==> src/rtl/rf_pkg.sv <==
//------------------------------------------------------------------------------
// Module      : rf_pkg
// Description : Shared types and sizing helpers for the register file slice.
// Revision    : 1.0 - initial release
//------------------------------------------------------------------------------
`default_nettype none

package rf_pkg;

   typedef enum logic [0:0] {
      RF_IDLE  = 1'b0,
      RF_CLEAR = 1'b1
   } rf_state_e;

   localparam int RF_DATA_W = 16;
   localparam int RF_ADDR_W = 3;

   function automatic int rf_depth(input int addr_w);
      return 1 << addr_w;
   endfunction

endpackage

`default_nettype wire

==> src/rtl/rf_scoreboard.sv <==
//------------------------------------------------------------------------------
// Module      : rf_scoreboard
// Description : Per-register pending-write bits with set/clear/flush and two
//               combinational lookup ports. Bit 0 is permanently clear.
// Revision    : 1.0 - initial release
//------------------------------------------------------------------------------
`default_nettype none

module rf_scoreboard
   import rf_pkg::*;
#(
   parameter int ADDR_W = RF_ADDR_W,
   parameter int DEPTH  = rf_depth(RF_ADDR_W)
) (
   input  logic              clk,
   input  logic              rst,
   input  logic              set_en_i,
   input  logic [ADDR_W-1:0] set_addr_i,
   input  logic              clr_en_i,
   input  logic [ADDR_W-1:0] clr_addr_i,
   input  logic              flush_i,
   input  logic [ADDR_W-1:0] lkp_addr_a_i,
   input  logic [ADDR_W-1:0] lkp_addr_b_i,
   output logic              busy_a_o,
   output logic              busy_b_o
);

   logic [DEPTH-1:0] busy_q;
   logic [DEPTH-1:0] busy_d;

   // Priority: flush beats a new issue, a new issue beats a retiring write.
   always_comb begin
      busy_d = busy_q;
      if (clr_en_i) begin
         busy_d[clr_addr_i] = 1'b0;
      end
      if (set_en_i) begin
         busy_d[set_addr_i] = 1'b1;
      end
      if (flush_i) begin
         busy_d = '0;
      end
      busy_d[0] = 1'b0;
   end

   always_ff @(posedge clk or posedge rst) begin
      if (rst) begin
         busy_q <= '0;
      end else begin
         busy_q <= busy_d;
      end
   end

   assign busy_a_o = busy_q[lkp_addr_a_i];
   assign busy_b_o = busy_q[lkp_addr_b_i];

endmodule

`default_nettype wire

==> src/rtl/param_register_file.sv <==
//------------------------------------------------------------------------------
// Module      : param_register_file
// Description : 2R/1W register file with r0 hard-wired to zero, busy
//               scoreboard and sequential soft-clear sweep.
//               Optional write-to-read forwarding under macro RF_BYPASS_EN.
// Revision    : 1.0 - initial release
//------------------------------------------------------------------------------
`default_nettype none

module param_register_file
   import rf_pkg::*;
#(
   parameter int DATA_W    = RF_DATA_W,
   parameter int ADDR_W    = RF_ADDR_W,
   parameter int CLR_START = 1
) (
   input  logic              clk,
   input  logic              rst,
   input  logic              wr_en,
   input  logic [ADDR_W-1:0] wr_addr,
   input  logic [DATA_W-1:0] wr_data,
   input  logic [ADDR_W-1:0] rd_addr_a,
   output logic [DATA_W-1:0] rd_data_a,
   input  logic [ADDR_W-1:0] rd_addr_b,
   output logic [DATA_W-1:0] rd_data_b,
   input  logic              busy_set_en,
   input  logic [ADDR_W-1:0] busy_set_addr,
   output logic              busy_a,
   output logic              busy_b,
   input  logic              clr_req,
   output logic              clr_busy
);

   localparam int                DEPTH       = rf_depth(ADDR_W);
   localparam logic [ADDR_W-1:0] c_first_idx = ADDR_W'(CLR_START);
   localparam logic [ADDR_W-1:0] c_last_idx  = ADDR_W'(DEPTH - 1);

   rf_state_e         state_q;
   rf_state_e         state_d;
   logic [ADDR_W-1:0] idx_q;
   logic [ADDR_W-1:0] idx_d;
   logic [DATA_W-1:0] data_q [DEPTH];
   logic [DATA_W-1:0] data_d [DEPTH];

   logic              w_idle;
   logic              w_wr_fire;
   logic              w_set_fire;
   logic              w_flush;
   logic              w_sb_busy_a;
   logic              w_sb_busy_b;
   logic              w_fwd_a;
   logic              w_fwd_b;

   assign w_idle     = (state_q == RF_IDLE);
   assign w_wr_fire  = w_idle && wr_en && (wr_addr != '0);
   assign w_set_fire = w_idle && busy_set_en && (busy_set_addr != '0);
   assign clr_busy   = (state_q == RF_CLEAR);

   // Sweep control: terminal compare precedes the increment so idx never wraps to r0.
   always_comb begin
      state_d = state_q;
      idx_d   = idx_q;
      w_flush = 1'b0;
      case (state_q)
         RF_IDLE: begin
            if (clr_req) begin
               state_d = RF_CLEAR;
               idx_d   = c_first_idx;
               w_flush = 1'b1;
            end
         end
         RF_CLEAR: begin
            if (idx_q == c_last_idx) begin
               state_d = RF_IDLE;
            end else begin
               idx_d = idx_q + 1'b1;
            end
         end
         default: begin
            state_d = RF_IDLE;
         end
      endcase
   end

   always_ff @(posedge clk or posedge rst) begin
      if (rst) begin
         state_q <= RF_IDLE;
         idx_q   <= '0;
      end else begin
         state_q <= state_d;
         idx_q   <= idx_d;
      end
   end

   always_comb begin
      for (int i = 0; i < DEPTH; i++) begin
         data_d[i] = data_q[i];
      end
      if (w_wr_fire) begin
         data_d[wr_addr] = wr_data;
      end
      if (clr_busy) begin
         data_d[idx_q] = '0;
      end
      data_d[0] = '0;
   end

   always_ff @(posedge clk or posedge rst) begin
      if (rst) begin
         for (int i = 0; i < DEPTH; i++) begin
            data_q[i] <= '0;
         end
      end else begin
         for (int i = 0; i < DEPTH; i++) begin
            data_q[i] <= data_d[i];
         end
      end
   end

   rf_scoreboard #(
      .ADDR_W (ADDR_W),
      .DEPTH  (DEPTH)
   ) u_scoreboard (
      .clk          (clk),
      .rst          (rst),
      .set_en_i     (w_set_fire),
      .set_addr_i   (busy_set_addr),
      .clr_en_i     (w_wr_fire),
      .clr_addr_i   (wr_addr),
      .flush_i      (w_flush),
      .lkp_addr_a_i (rd_addr_a),
      .lkp_addr_b_i (rd_addr_b),
      .busy_a_o     (w_sb_busy_a),
      .busy_b_o     (w_sb_busy_b)
   );

`ifdef RF_BYPASS_EN
   assign w_fwd_a = w_wr_fire && (rd_addr_a == wr_addr);
   assign w_fwd_b = w_wr_fire && (rd_addr_b == wr_addr);
`else
   assign w_fwd_a = 1'b0;
   assign w_fwd_b = 1'b0;
`endif

   // data_q[0] is held at zero, so address 0 needs no special read path.
   assign rd_data_a = w_fwd_a ? wr_data : data_q[rd_addr_a];
   assign rd_data_b = w_fwd_b ? wr_data : data_q[rd_addr_b];
   assign busy_a    = w_fwd_a ? 1'b0 : w_sb_busy_a;
   assign busy_b    = w_fwd_b ? 1'b0 : w_sb_busy_b;

endmodule

`default_nettype wire

==> config.mk <==
export PLATFORM = sky130hd
export DESIGN_NAME = param_register_file
export DESIGN_NICKNAME = d
export VERILOG_FILES = /design/src/rtl/rf_pkg.sv /design/src/rtl/rf_scoreboard.sv /design/src/rtl/param_register_file.sv
export SDC_FILE = /design/constraint.sdc
export NUM_CORES = 1
export LEC_CHECK = 0
export BUFFER_PORTS_ARGS = -buffer_cell sky130_fd_sc_hd__buf_2
export CELL_PAD_IN_SITES_DETAIL_PLACEMENT = 1
export CELL_PAD_IN_SITES_GLOBAL_PLACEMENT = 1
export CORE_UTILIZATION = 30
export DETAILED_ROUTE_END_ITERATION = 10
export PLACE_DENSITY = 0.57
export SYNTH_ARGS = -nofsm -noshare
export SYNTH_HDL_FRONTEND = slang
export SYNTH_SLANG_ARGS = --single-unit
==> constraint.sdc <==
create_clock -name clk -period 4.1 [get_ports clk]
set_input_delay 0.205 -clock clk [delete_from_list [all_inputs] [get_ports clk]]
set_output_delay 0.205 -clock clk [all_outputs]
set_load 0.01 [all_outputs]
Word level (Yosys, flattened, before mapping):

Cells that the tools add are included.

* register bits after elaboration: 123
* bits of input ports: 33
* output and inout port bits: 35
* word-level logic and storage cells: 78

* add/sub/neg operators: 1
* order comparisons: 12
* equal/unequal tests: 3
* muxes and demuxes: 31
* bitwise operators: 10
* reductions and logical operators: 11

Operator list (number)
* $mux 112: 2
* $bwmux 128: 1
* $and 112x112->112: 1
* $not 112->112: 1
* $bmux 16 s3: 2
* $demux 16 s3: 2
* $mux 16: 6
* $mux 8: 3
* $ge 4x4->1 const B: 4
* $lt 3x4->1 const B: 4
* $not 3->4: 4
* $and 8x8->8: 1
* $logic_and 1x1->1: 8
* $lt 4x1->1 const B: 2
* $not 8->8: 1
* $or 8x8->8: 1
* $mux 1: 7
* $bmux 1 s3: 2
* $demux 1 s3: 2
* $ge 3x1->1 const B: 2
* $mux 3: 2
* $pmux 3 s2: 1
* $reduce_bool 3->1: 2
* $ne 2x2->1 const B: 2
* 5 further kinds: 5

Depth between registers and ports, before layout:

Gate-level depths: netlist (run 1).

* depth after elaboration: 10
* mapped depth: 7
* depth with buffers taken out: 5

Cells and area by module:

Synthesis (run 1) repeated with hierarchy kept, for this count alone.

* cells, all modules: 780
* area total of the unflattened synthesis: 7140.6 µm²

Modules (own cells, without submodules)
* param_register_file: times used 1, cells each 730, area each 6693.9 µm², seq. area each 2902.8 µm²
* rf_scoreboard: times used 1, cells each 50, area each 446.7 µm², seq. area each 175.2 µm²

Least setup slack after synthesis (run 1):

OpenSTA, ideal clock, no wires.

* kind: input port to output port
* from: in rd_addr_a[2]
* to: out rd_data_a[10]
* arrival time: 1.253 ns
* required time: 3.895 ns
* setup slack: 2.642 ns
* cell stages on the path: 5
* buffers on the path: 3
* cell sequence: buf_2 and2_1 clkbuf_2 clkbuf_1 a221oi_1

* word-level cells in the longest chain between the ends: 4

RTL lines
* start, declared: line param_register_file.sv:22 `input logic [ADDR_W-1:0] rd_addr_a,`
* $not 3->4 (implied by the code): line param_register_file.sv:146 `assign rd_data_a = w_fwd_a ? wr_data : data_q[rd_addr_a];`
* $bmux 16 s3: line param_register_file.sv:146
* $mux 16 (implied by the code) (2 in series): line param_register_file.sv:146
* end, declared: line param_register_file.sv:23 `output logic [DATA_W-1:0] rd_data_a,`

No other way between the ends. The select of a mux whose other input is x is not followed.

==> summary.md, run 1 <==
Run status
- **result of the run** complete, no violations

Placement
- **count of buffers inserted at the top-level ports** 67
- **gpl congestion** 0.796
- **dpl cell area** 0.00777 mm^2
- **dpl ws** 1510 ps
- **post-detailed-placement half-perimeter wirelength** 17.8 mm
- **Inst Count DP** 1097

Timing
- **Fmax achieved** 404 MHz
- **minimum period implied by the final worst setup slack** 2480 ps
- **final worst clock skew** 10.6 ps
- **min setup slack post-route** 1620 ps
- **worst-case headroom to the max-slew limit** 0.278
- **Setup violations, final** 0
- **Hold Worst Slack** 100 ps
- **Final Hold Viols** 0
- **setup repair after global routing missed its margin** false
- **Final TNS setup** 0 ps
- **transition at the pin with the smallest max-transition slack** 1080 ps
- **number of max-slew violations in the final report** 0
- **final clock period utilization by the worst path** 0.604

Setup path
- **data required time of the worst path** 4370 ps
- **category of the most critical setup path** reg2reg
- **biggest fanout along the worst timing path** 43
- **worst path arrival time** 2740 ps
- **capturing element type of the critical path** flip-flop
- **R2R setup slack** 1620 ps
- **crit path launch type** flip-flop

Clock network
- **CTS Buf Count** 17
- **deepest clock path buffer count** 2
- **clock tree root driver cell** clkbuf_16
- **total number of H-tree levels** 4
- **clock-pin slew on the worst setup and hold paths** 60 ps
- **buffers inserted during post-CTS setup optimization** 0
- **clock network latency to the later pin of the worst-skew pair** 430 ps
- **sinks on the clock net** 123
- **CTS tree** yes

GRT
- **first-pass GRT wire length** 41.6 mm
- **antenna violations before repair** 0
- **GRT Overall Usage** 0.217
- **met1 GRT Util** 0.316
- **met2 Usage GRT** 0.338
- **GRT overflow** 0
- **number of global-route vias before repair** 6489
- **met3 track utilization from global routing** 0.0294
- **largest net degree at the start of global routing** 70
- **most congested layer reported by global routing** met2

Route
- **via density per instance** 5.56
- **vias after detailed routing** 6286
- **number of DRC violations after detailed-routing iteration 0** 314
- **first drt pass iteration count** 4
- **detailed-route DRC error count** 0
- **routed wirelength normalized by instance count** 23.8 um
- **number of nets with antenna violations after routing** 0
- **routed wire length** 26.9 mm

Layout
- **area of all sequential standard cells** 0.00308 mm^2
- **share of cells above drive strength 1** 0.226
- **final instance count without filler cells** 1130
- **layout net count** 828
- **fill count** 2833
- **area occupied by multi-input gates** 0.00374 mm^2
- **number of antenna cells inserted** 0
- **post-route design area** 0.00836 mm^2
- **Area Growth Syn to Fin** 12.8%

Die
- **initial core utilization** 0.306
- **Horiz. Die Dim** 159 um
- **core box area** 0.0242 mm^2
- **Vert. Die Dim** 159 um
- **total die area** 0.0253 mm^2
- **number of standard-cell rows in the floorplan** 57
- **IO Count** 68

Yosys
- **part of the Yosys area used for sequential elements** 0.415
- **total number of yosys warnings** 0
- **area leader, netlist** dfrtp_1
- **number of distinct library cell variants in the gate-level netlist after synthesis** 37
- **Yosys top cell area share** 0.415
- **flip-flop cell with the highest count after synthesis** dfrtp_1
- **cell count after synthesis** 778
- **Avg Cell Area, Syn** 9.53 um^2
- **Syn Nets** 813
- **FF+latch count, synth** 123
- **Syn Std Cell Area** 0.00741 mm^2
- **Synth area leaders** dfrtp_1, mux2i_1, a221oi_1
- **share of synthesized registers carrying an async set or reset** 1.00
- **number of flops mapped to enable cells by yosys** 0

Run
- **max-cap check violation count** 0

Hold path
- **type of the tightest min-delay check** in2reg

Power and ir drop
- **peak supply drop** 274 uV
- **cell leakage power** 3.62 nW
- **total power density per cell area** 646 mW/mm^2

-- registers in the layout (all words and copies together) (netlist names) --
signal	cells
u_scoreboard.busy_q	7
idx_q	3
data_q	112
clr_busy	1
-- critical path, cell delays in order (launching register included) --
cell     delay (ps)
dfrtp_1         600
nor2b_4         310
buf_4           490
and2_1          660
o21ai_0         220
-- cells in the mapped netlist, types with 2 or more instances --
| cell | instances |
|---|---|
| and3b_1 | 2 |
| buf_1 | 2 |
| mux2i_1 | 68 |
| and2_1 | 6 |
| clkbuf_2 | 5 |
| o31ai_1 | 16 |
| a21oi_1 | 2 |
| o21ai_0 | 42 |
| nand3_1 | 97 |
| o22ai_1 | 3 |
| nand3b_1 | 4 |
| inv_1 | 18 |
| o21ai_2 | 29 |
| nand4_1 | 2 |
| ha_1 | 2 |
| nand2_1 | 102 |
| buf_2 | 29 |
| and2_4 | 2 |
| nor2b_1 | 7 |
| o211ai_1 | 16 |
| nand4b_1 | 4 |
| a221oi_1 | 68 |
| mux2_2 | 34 |
| o21ai_1 | 29 |
| nand4bb_1 | 4 |
| a22o_1 | 2 |
| buf_6 | 18 |
| dfrtp_1 | 123 |
| buf_4 | 7 |
| clkbuf_1 | 28 |
-- metrics by stage --
stage,power (mW),utilization
6_report,5.40,0.345
5_1_grt,5.72,0.345
4_1_cts,5.43,0.345
3_5_place_dp,3.89,0.320
3_3_place_gp,3.84,0.320
2_1_floorplan,3.28,-
-- metal layers --
layer / wire, um / vias to the layer above
met5: 0 / -
met4: 392 / 0
met3: 963 / 26
met2: 12300 / 141
met1: 13300 / 3215
li1: - / 2904
-- timing repair --
action / 4_1_cts / 5_1_grt
endpoints found under the setup margin: 0 / 0
gates resized for setup: 0 / 0
hold buffers: 1 / 0
endpoints found under the hold margin: 54 / 0
-- report_power, final --
group          internal (mW)  switching [mW]  total, mW
logic                  0.690           0.990       1.68
registers               1.72           0.484       2.20
clock network          0.922           0.599       1.52
total                   3.33            2.07       5.40
-- layout make-up --
class,instances,area share
clock buffers,21,0.0551
clock inverters,11,0.0144
inverters,18,0.00838
multi-input cells,548,0.448
flip-flops and latches,123,0.368
well taps,324,0.0485
repair buffers,85,0.0581
-- cell families after synthesis --
group                    synth area share
buffers and inverters              0.0817
multiplexers                        0.143
AO/OA/AOI/OAI                       0.201
flip-flops                          0.415
adder cells (fa/ha/maj)           0.00337
AND/OR/NAND/NOR                     0.155
-- path summary, 6_finish.rpt --
path,startpoint,to,depth (start not counted)
worst min-delay path,busy_set_addr[0],u_scoreboard.busy_q[4],4
worst max register to register,clr_busy,data_q[3],4
worst min register to register,u_scoreboard.busy_q[1],u_scoreboard.busy_q[1],2
max in group asynchronous,rst,data_q[48],4
worst max-delay path,clr_busy,data_q[3],4
min in group asynchronous,rst,data_q[41],3
-- layout by cell type, fill, tap and decap left out, types with 4 or more instances in the layout --
master and n:
nand4b_1 4, o21ai_2 29, and2_1 6, mux2_2 34
clkinvlp_4 6, inv_1 17, o31ai_1 16, nand3_1 97
dfrtp_1 123, nand4bb_1 4, o21ai_0 42, clkbuf_16 17
mux2i_1 68, a221oi_1 68, o21ai_1 29, buf_4 16
nand3b_1 4, buf_2 67, nor2b_1 6, nand2_1 102
o211ai_1 16
Power figures use the tool's default switching activity.
==> run 2: changes to the inputs <==
--- a/config.mk
+++ b/config.mk
@@ -5,12 +5,13 @@
 export SDC_FILE = /design/constraint.sdc
 export NUM_CORES = 1
 export LEC_CHECK = 0
+export ABC_AREA = 1
 export BUFFER_PORTS_ARGS = -buffer_cell sky130_fd_sc_hd__buf_2
 export CELL_PAD_IN_SITES_DETAIL_PLACEMENT = 1
 export CELL_PAD_IN_SITES_GLOBAL_PLACEMENT = 1
 export CORE_UTILIZATION = 30
 export DETAILED_ROUTE_END_ITERATION = 10
-export PLACE_DENSITY = 0.57
+export PLACE_DENSITY = 0.64
 export SYNTH_ARGS = -nofsm -noshare
 export SYNTH_HDL_FRONTEND = slang
 export SYNTH_SLANG_ARGS = --single-unit
==> constraint.sdc (replaced) <==
create_clock -name clk -period 2.05 [get_ports clk]
set_input_delay 0.1025 -clock clk [delete_from_list [all_inputs] [get_ports clk]]
set_output_delay 0.1025 -clock clk [all_outputs]
set_load 0.01 [all_outputs]
==> summary.md, run 2 <==
Timing
- **final worst clock skew** 7.24 ps
- **Hold Worst Slack** 37.8 ps
- **Fmax achieved** 552 MHz
- **minimum period implied by the final worst setup slack** 1810 ps
- **worst-case headroom to the max-slew limit** 0.483
- **number of max-slew violations in the final report** 0
- **setup repair after global routing missed its margin** false
- **Setup violations, final** 0
- **transition at the pin with the smallest max-transition slack** 775 ps
- **Final TNS setup** 0 ps
- **Final Hold Viols** 0
- **min setup slack post-route** 237 ps
- **final clock period utilization by the worst path** 0.884

Yosys
- **number of flops mapped to enable cells by yosys** 0
- **share of synthesized registers carrying an async set or reset** 1.00
- **Synth area leaders** dfrtp_1, nand2_1, nand3_1
- **Yosys top cell area share** 0.391
- **number of distinct library cell variants in the gate-level netlist after synthesis** 19
- **flip-flop cell with the highest count after synthesis** dfrtp_1
- **Syn Std Cell Area** 0.00787 mm^2
- **area leader, netlist** dfrtp_1
- **dominant cell by count in the synthesized netlist** nand2_1
- **Avg Cell Area, Syn** 6.17 um^2
- **cell count after synthesis** 1275
- **FF+latch count, synth** 123
- **total number of yosys warnings** 0
- **top cells by count, synth** nand2_1, nor2_1, nand3_1, inv_1, dfrtp_1
- **part of the Yosys area used for sequential elements** 0.391
- **Syn Nets** 1310

Setup path
- **worst setup path startpoint** clr_busy
- **capturing element type of the critical path** flip-flop
- **beginning of the worst register-to-register path** clr_busy
- **data required time of the worst path** 2400 ps
- **category of the most critical setup path** reg2reg
- **biggest fanout along the worst timing path** 8
- **R2R setup slack** 240 ps
- **end of the critical path** u_scoreboard.busy_q[6]
- **worst path arrival time** 2160 ps
- **number of cells on the worst reg-to-reg path** 4
- **crit path launch type** flip-flop
- **critical path, cell by cell** nor2_1 -> nand4_1 -> dlygate4sd3_1 -> a21oi_1
- **Reg2Reg Capture Point** u_scoreboard.busy_q[6]
- **max incr delay on CP** 590 ps
- **cell with the biggest individual delay on the critical path** dlygate4sd3_1

Placement
- **count of buffers inserted at the top-level ports** 67
- **dpl cell area** 0.00865 mm^2
- **dpl ws** 345 ps
- **post-detailed-placement half-perimeter wirelength** 21.8 mm
- **gpl congestion** 0.795

GRT
- **first-pass GRT wire length** 50.4 mm
- **GRT Overall Usage** 0.249
- **GRT overflow** 0
- **antenna violations before repair** 0
- **largest net degree at the start of global routing** 124
- **number of global-route vias before repair** 8391

Clock network
- **sinks on the clock net** 123
- **clock tree root driver cell** clkbuf_16
- **buffers inserted during post-CTS setup optimization** 0
- **clock network latency to the later pin of the worst-skew pair** 420 ps
- **CTS tree** yes
- **post-CTS resize count** 0
- **total number of H-tree levels** 4
- **deepest clock path buffer count** 2
- **CTS Buf Count** 17
- **clock-pin slew on the worst setup and hold paths** 60 ps

Run
- **max-cap check violation count** 0

Hold path
- **type of the tightest min-delay check** in2reg
- **hold path start** wr_data[12]

Route
- **vias after detailed routing** 8376
- **routed wirelength normalized by instance count** 19.1 um
- **detailed-route DRC error count** 0
- **number of DRC violations after detailed-routing iteration 0** 677
- **number of nets with antenna violations after routing** 0
- **via density per instance** 5.01
- **first drt pass iteration count** 5
- **routed wire length** 31.8 mm

Die
- **number of standard-cell rows in the floorplan** 58
- **Vert. Die Dim** 164 um
- **initial core utilization** 0.309
- **total die area** 0.0269 mm^2
- **IO Count** 68
- **Horiz. Die Dim** 164 um
- **core box area** 0.0255 mm^2

Layout
- **layout net count** 1365
- **share of cells above drive strength 1** 0.110
- **biggest registers after layout** data_q x112, u_scoreboard.busy_q x7, idx_q x3
- **leading cell type in the layout, fill and taps excluded** nand2_1
- **top library cells by usage in the layout, fill and taps aside** nand2_1, nor2_1, nand3_1
- **flip-flop count of the largest register, all copies and words added** 112
- **post-route design area** 0.00932 mm^2
- **register containing the most flip-flops in the final layout** data_q
- **fill count** 3352
- **number of antenna cells inserted** 0
- **Area Growth Syn to Fin** 18.5%

Power and ir drop
- **cell leakage power** 5.15 nW
- **Comb power frac** 0.358
- **Clk network pwr share** 0.287
- **total power of the final layout** 11.2 mW
- **switching component of the power** 4.48 mW
- **peak supply drop** 600 uV
- **internal portion of total power** 6.73 mW
- **total power density per cell area** 1200 mW/mm^2
- **share of power burned in registers** 0.355
- **Sw Share** 0.400

Run status
- **result of the run** complete, no violations

[run 2: cell types whose count changed in the layout (fill, tap and decap cells not counted), sizes merged, moves of 7 or more]
cell and change:
nand2 +303, nor2 +201, inv +137, a221oi -68
mux2i -68, nand3 +64, mux2 -34, nor3 +32
buf +16, o211ai -16, o31ai -16, and2 -8
nor2b -7
[run 2: final cells by class]
cell class	instances	area (um^2)	area share
Clock buffer	21	480	0.0516
Clock inverter	9	138	0.0148
Tap cell	330	413	0.0443
Inverter	161	608	0.0652
Timing Repair Buffer	105	696	0.0746
Sequential cell	123	3080	0.330
Multi-Input combinational cell	922	3910	0.419
[run 2: power groups by stage]
stage | clock (mW) | combinational, mW | sequential [mW]
4_1_cts | 3.26 | 4.01 | 3.97
2_1_floorplan | 0 | 2.75 | 3.76
6_report | 3.22 | 4.02 | 3.98
3_5_place_dp | 0 | 3.97 | 3.99
5_1_grt | 3.35 | 4.62 | 4.08
3_3_place_gp | 0 | 3.86 | 3.99
[run 2: worst max-delay path: cells and delay by family, from the launching register on]
kind | cells | cell delay, ps
and+or+nand+nor | 2 | 540
AOI/OAI and AO/OA | 1 | 140
DFF | 1 | 480
buffers and inverters | 1 | 590
[run 2: kinds of logic after synthesis]
group,count (synthesis),synth area share
AO/OA/AOI/OAI,111,0.0706
flip-flops,123,0.391
AND/OR/NAND/NOR,809,0.422
buffers and inverters,230,0.113
adder cells (fa/ha/maj),2,0.00318
[run 2: timing repair]
| item | CTS | global route |
|---|---|---|
| endpoints found under the hold margin | 127 | 0 |
| hold buffers | 5 | 0 |
| endpoints found under the setup margin | 0 | 0 |
[run 2: through the flow]
stage	util	instances
finish	0.366	1671
CTS	0.366	1671
detailed placement	0.340	1636
floorplan	-	1275
global route	0.366	1671
global placement	0.340	1636
[run 2: per-layer routing]
metal | track usage | share of wire | up-vias | wire (um)
met5 | 0 | 0 | - | 0
met4 | 0.0530 | 0.0078 | 0 | 248
met2 | 0.382 | 0.44 | 170 | 14100
li1 | - | - | 4056 | -
met1 | 0.373 | 0.51 | 4132 | 16300
met3 | 0.0290 | 0.040 | 18 | 1260
[run 2: worst min-delay path by stage]
| stage | to | slack [ps] | cells past startpoint |
|---|---|---|---|
| after global placement | idx_q[0] | 370 | 3 |
| final | data_q[12] | 40 | 3 |
| after floorplan | data_q[0] | 250 | 2 |
| after detailed placement | clr_busy | 380 | 3 |
| after CTS | data_q[12] | 20 | 3 |
| after global routing | data_q[7] | 50 | 3 |
==> run 3: changes to the inputs <==
--- a/config.mk
+++ b/config.mk
@@ -12,6 +12,9 @@
 export CORE_UTILIZATION = 30
 export DETAILED_ROUTE_END_ITERATION = 10
 export PLACE_DENSITY = 0.64
+export RECOVER_POWER = 100
+export SLEW_MARGIN = 5
 export SYNTH_ARGS = -nofsm -noshare
 export SYNTH_HDL_FRONTEND = slang
+export SYNTH_HIERARCHICAL = 1
 export SYNTH_SLANG_ARGS = --single-unit
==> summary.md, run 3 <==
Die
- **Vert. Die Dim** 168 um
- **number of standard-cell rows in the floorplan** 60
- **total die area** 0.0282 mm^2
- **IO Count** 68
- **core box area** 0.0270 mm^2
- **Horiz. Die Dim** 168 um
- **initial core utilization** 0.306

Setup path
- **WP buf/inv** 4
- **data required time of the worst path** 1950 ps
- **crit path launch type** primary input
- **worst path arrival time** 1650 ps
- **category of the most critical setup path** in2out
- **R2R setup slack** 460 ps
- **cell with the most instances on the worst path** nand2_1
- **critical path, cell by cell** clkbuf_2 -> buf_4 -> nor2_2 -> clkbuf_2 -> nand2_1 -> nand2_1 -> nand2_1 -> nand2_1 -> clkbuf_1
- **crit-path leading delay family** buffers and inverters
- **capturing element type of the critical path** primary output
- **cell with the biggest individual delay on the critical path** clkbuf_2
- **biggest fanout along the worst timing path** 16
- **max incr delay on CP** 370 ps

Layout
- **end-of-flow core utilization** 0.354
- **biggest registers after layout** data_q x112, u_scoreboard/busy_q x7, idx_q x3
- **top library cells by usage in the layout, fill and taps aside** nand2_1, nor2_1, nand3_1
- **leading cell type in the layout, fill and taps excluded** nand2_1
- **Area Growth Syn to Fin** 15.7%
- **area of all sequential standard cells** 0.00308 mm^2
- **register containing the most flip-flops in the final layout** data_q
- **post-route design area** 0.00955 mm^2
- **number of antenna cells inserted** 0
- **area occupied by multi-input gates** 0.00424 mm^2
- **flip-flop count of the largest register, all copies and words added** 112
- **final instance count without filler cells** 1782
- **fill count** 3581
- **share of cells above drive strength 1** 0.0826
- **layout net count** 1463

GRT
- **largest net degree at the start of global routing** 79
- **first-pass GRT wire length** 49.8 mm
- **GRT Overall Usage** 0.231
- **GRT overflow** 0
- **antenna violations before repair** 0
- **number of global-route vias before repair** 8832

Clock network
- **clock-pin slew on the worst setup and hold paths** 60 ps
- **CTS tree** yes
- **clock tree root driver cell** clkbuf_16
- **clock network latency to the later pin of the worst-skew pair** 420 ps
- **deepest clock path buffer count** 2
- **post-CTS resize count** 0
- **buffers inserted during post-CTS setup optimization** 0
- **total number of H-tree levels** 4
- **sinks on the clock net** 123
- **CTS Buf Count** 17
- **number of hold-repair buffers added at the cts stage** 4

Timing
- **final worst clock skew** 6.73 ps
- **number of max-slew violations in the final report** 0
- **transition at the pin with the smallest max-transition slack** 1220 ps
- **minimum period implied by the final worst setup slack** 1750 ps
- **Fmax achieved** 571 MHz
- **final clock period utilization by the worst path** 0.854
- **worst-case headroom to the max-slew limit** 0.188
- **Final Hold Viols** 0
- **Setup violations, final** 0
- **min setup slack post-route** 300 ps
- **Final TNS setup** 0 ps
- **Hold Worst Slack** 92.6 ps
- **setup repair after global routing missed its margin** false

Route
- **first drt pass iteration count** 4
- **number of DRC violations after detailed-routing iteration 0** 491
- **routed wire length** 31.3 mm
- **routed wirelength normalized by instance count** 17.6 um
- **vias after detailed routing** 8653
- **detailed-route DRC error count** 0
- **via density per instance** 4.86
- **number of nets with antenna violations after routing** 0

Placement
- **dpl ws** 462 ps
- **Inst Count DP** 1746
- **count of buffers inserted at the top-level ports** 67
- **gpl congestion** 0.832
- **post-detailed-placement half-perimeter wirelength** 20.9 mm
- **dpl cell area** 0.00900 mm^2

Yosys
- **Syn Nets** 1411
- **FF+latch count, synth** 123
- **area leader, netlist** dfrtp_1
- **Avg Cell Area, Syn** 6.00 um^2
- **total number of yosys warnings** 6
- **dominant cell by count in the synthesized netlist** nand2_1
- **Yosys top cell area share** 0.373
- **share of synthesized registers carrying an async set or reset** 1.00
- **cell count after synthesis** 1376
- **top cells by count, synth** nand2_1, nor2_1, nand3_1, inv_1, dfrtp_1
- **number of distinct library cell variants in the gate-level netlist after synthesis** 22
- **part of the Yosys area used for sequential elements** 0.373
- **Synth area leaders** dfrtp_1, nand2_1, nor2_1
- **flip-flop cell with the highest count after synthesis** dfrtp_1
- **number of flops mapped to enable cells by yosys** 0
- **Syn Std Cell Area** 0.00826 mm^2

Power and ir drop
- **Comb power frac** 0.379
- **Clk network pwr share** 0.270
- **total power density per cell area** 1210 mW/mm^2
- **internal portion of total power** 6.88 mW
- **cell leakage power** 5.58 nW
- **share of power burned in registers** 0.351
- **total power of the final layout** 11.5 mW
- **peak supply drop** 591 uV
- **Sw Share** 0.405
- **switching component of the power** 4.67 mW

Hold path
- **type of the tightest min-delay check** in2reg

Run
- **max-cap check violation count** 0

Run status
- **result of the run** complete, no violations

run 3: path summary, 6_finish.rpt:
kind | from | to | cells past startpoint
setup / recovery | rd_addr_b[1] | rd_data_b[3] | 9
hold / removal | clr_req | clr_busy | 3
setup reg to reg | clr_busy | data_q[7] | 7
hold reg to reg | data_q[27] | data_q[27] | 2
max in group asynchronous | rst | data_q[94] | 4
min in group asynchronous | rst | u_scoreboard/busy_q[7] | 3
run 3: routing by layer:
| metal | GRT usage | part of all wire |
|---|---|---|
| met1 | 0.305 | 0.47 |
| met2 | 0.391 | 0.47 |
| met3 | 0.0308 | 0.034 |
| met4 | 0.0710 | 0.018 |
| met5 | 0 | 0 |
run 3: cell type report:
cell class | count | area share
multi-input combinational | 1033 | 0.444
sequential | 123 | 0.322
timing repair buffer | 101 | 0.0675
inverter | 152 | 0.0604
clock buffer | 20 | 0.0457
tap | 341 | 0.0447
clock inverter | 12 | 0.0156
run 3: logic make-up (layout without fill, tap and decap cells):
family | Yosys count | count (layout) | synth area share
flops | 123 | 123 | 0.373
compound gates | 17 | 17 | 0.0105
fa+ha+maj | 2 | 2 | 0.00303
buf+inv | 220 | 285 | 0.112
simple gates | 1014 | 1014 | 0.502
run 3: power groups by stage:
stage	clock, mW	combinational [mW]	sequential (mW)
global route	3.25	5.06	4.18
floorplan	0	3.21	3.93
detailed placement	0	4.43	4.10
finish	3.11	4.38	4.06
global placement	0	4.31	4.06
CTS	3.16	4.47	4.06
run 3: tightest hold or removal path: stages:
cell and delay (ps):
buf_2 90, inv_1 50, o21ai_0 170
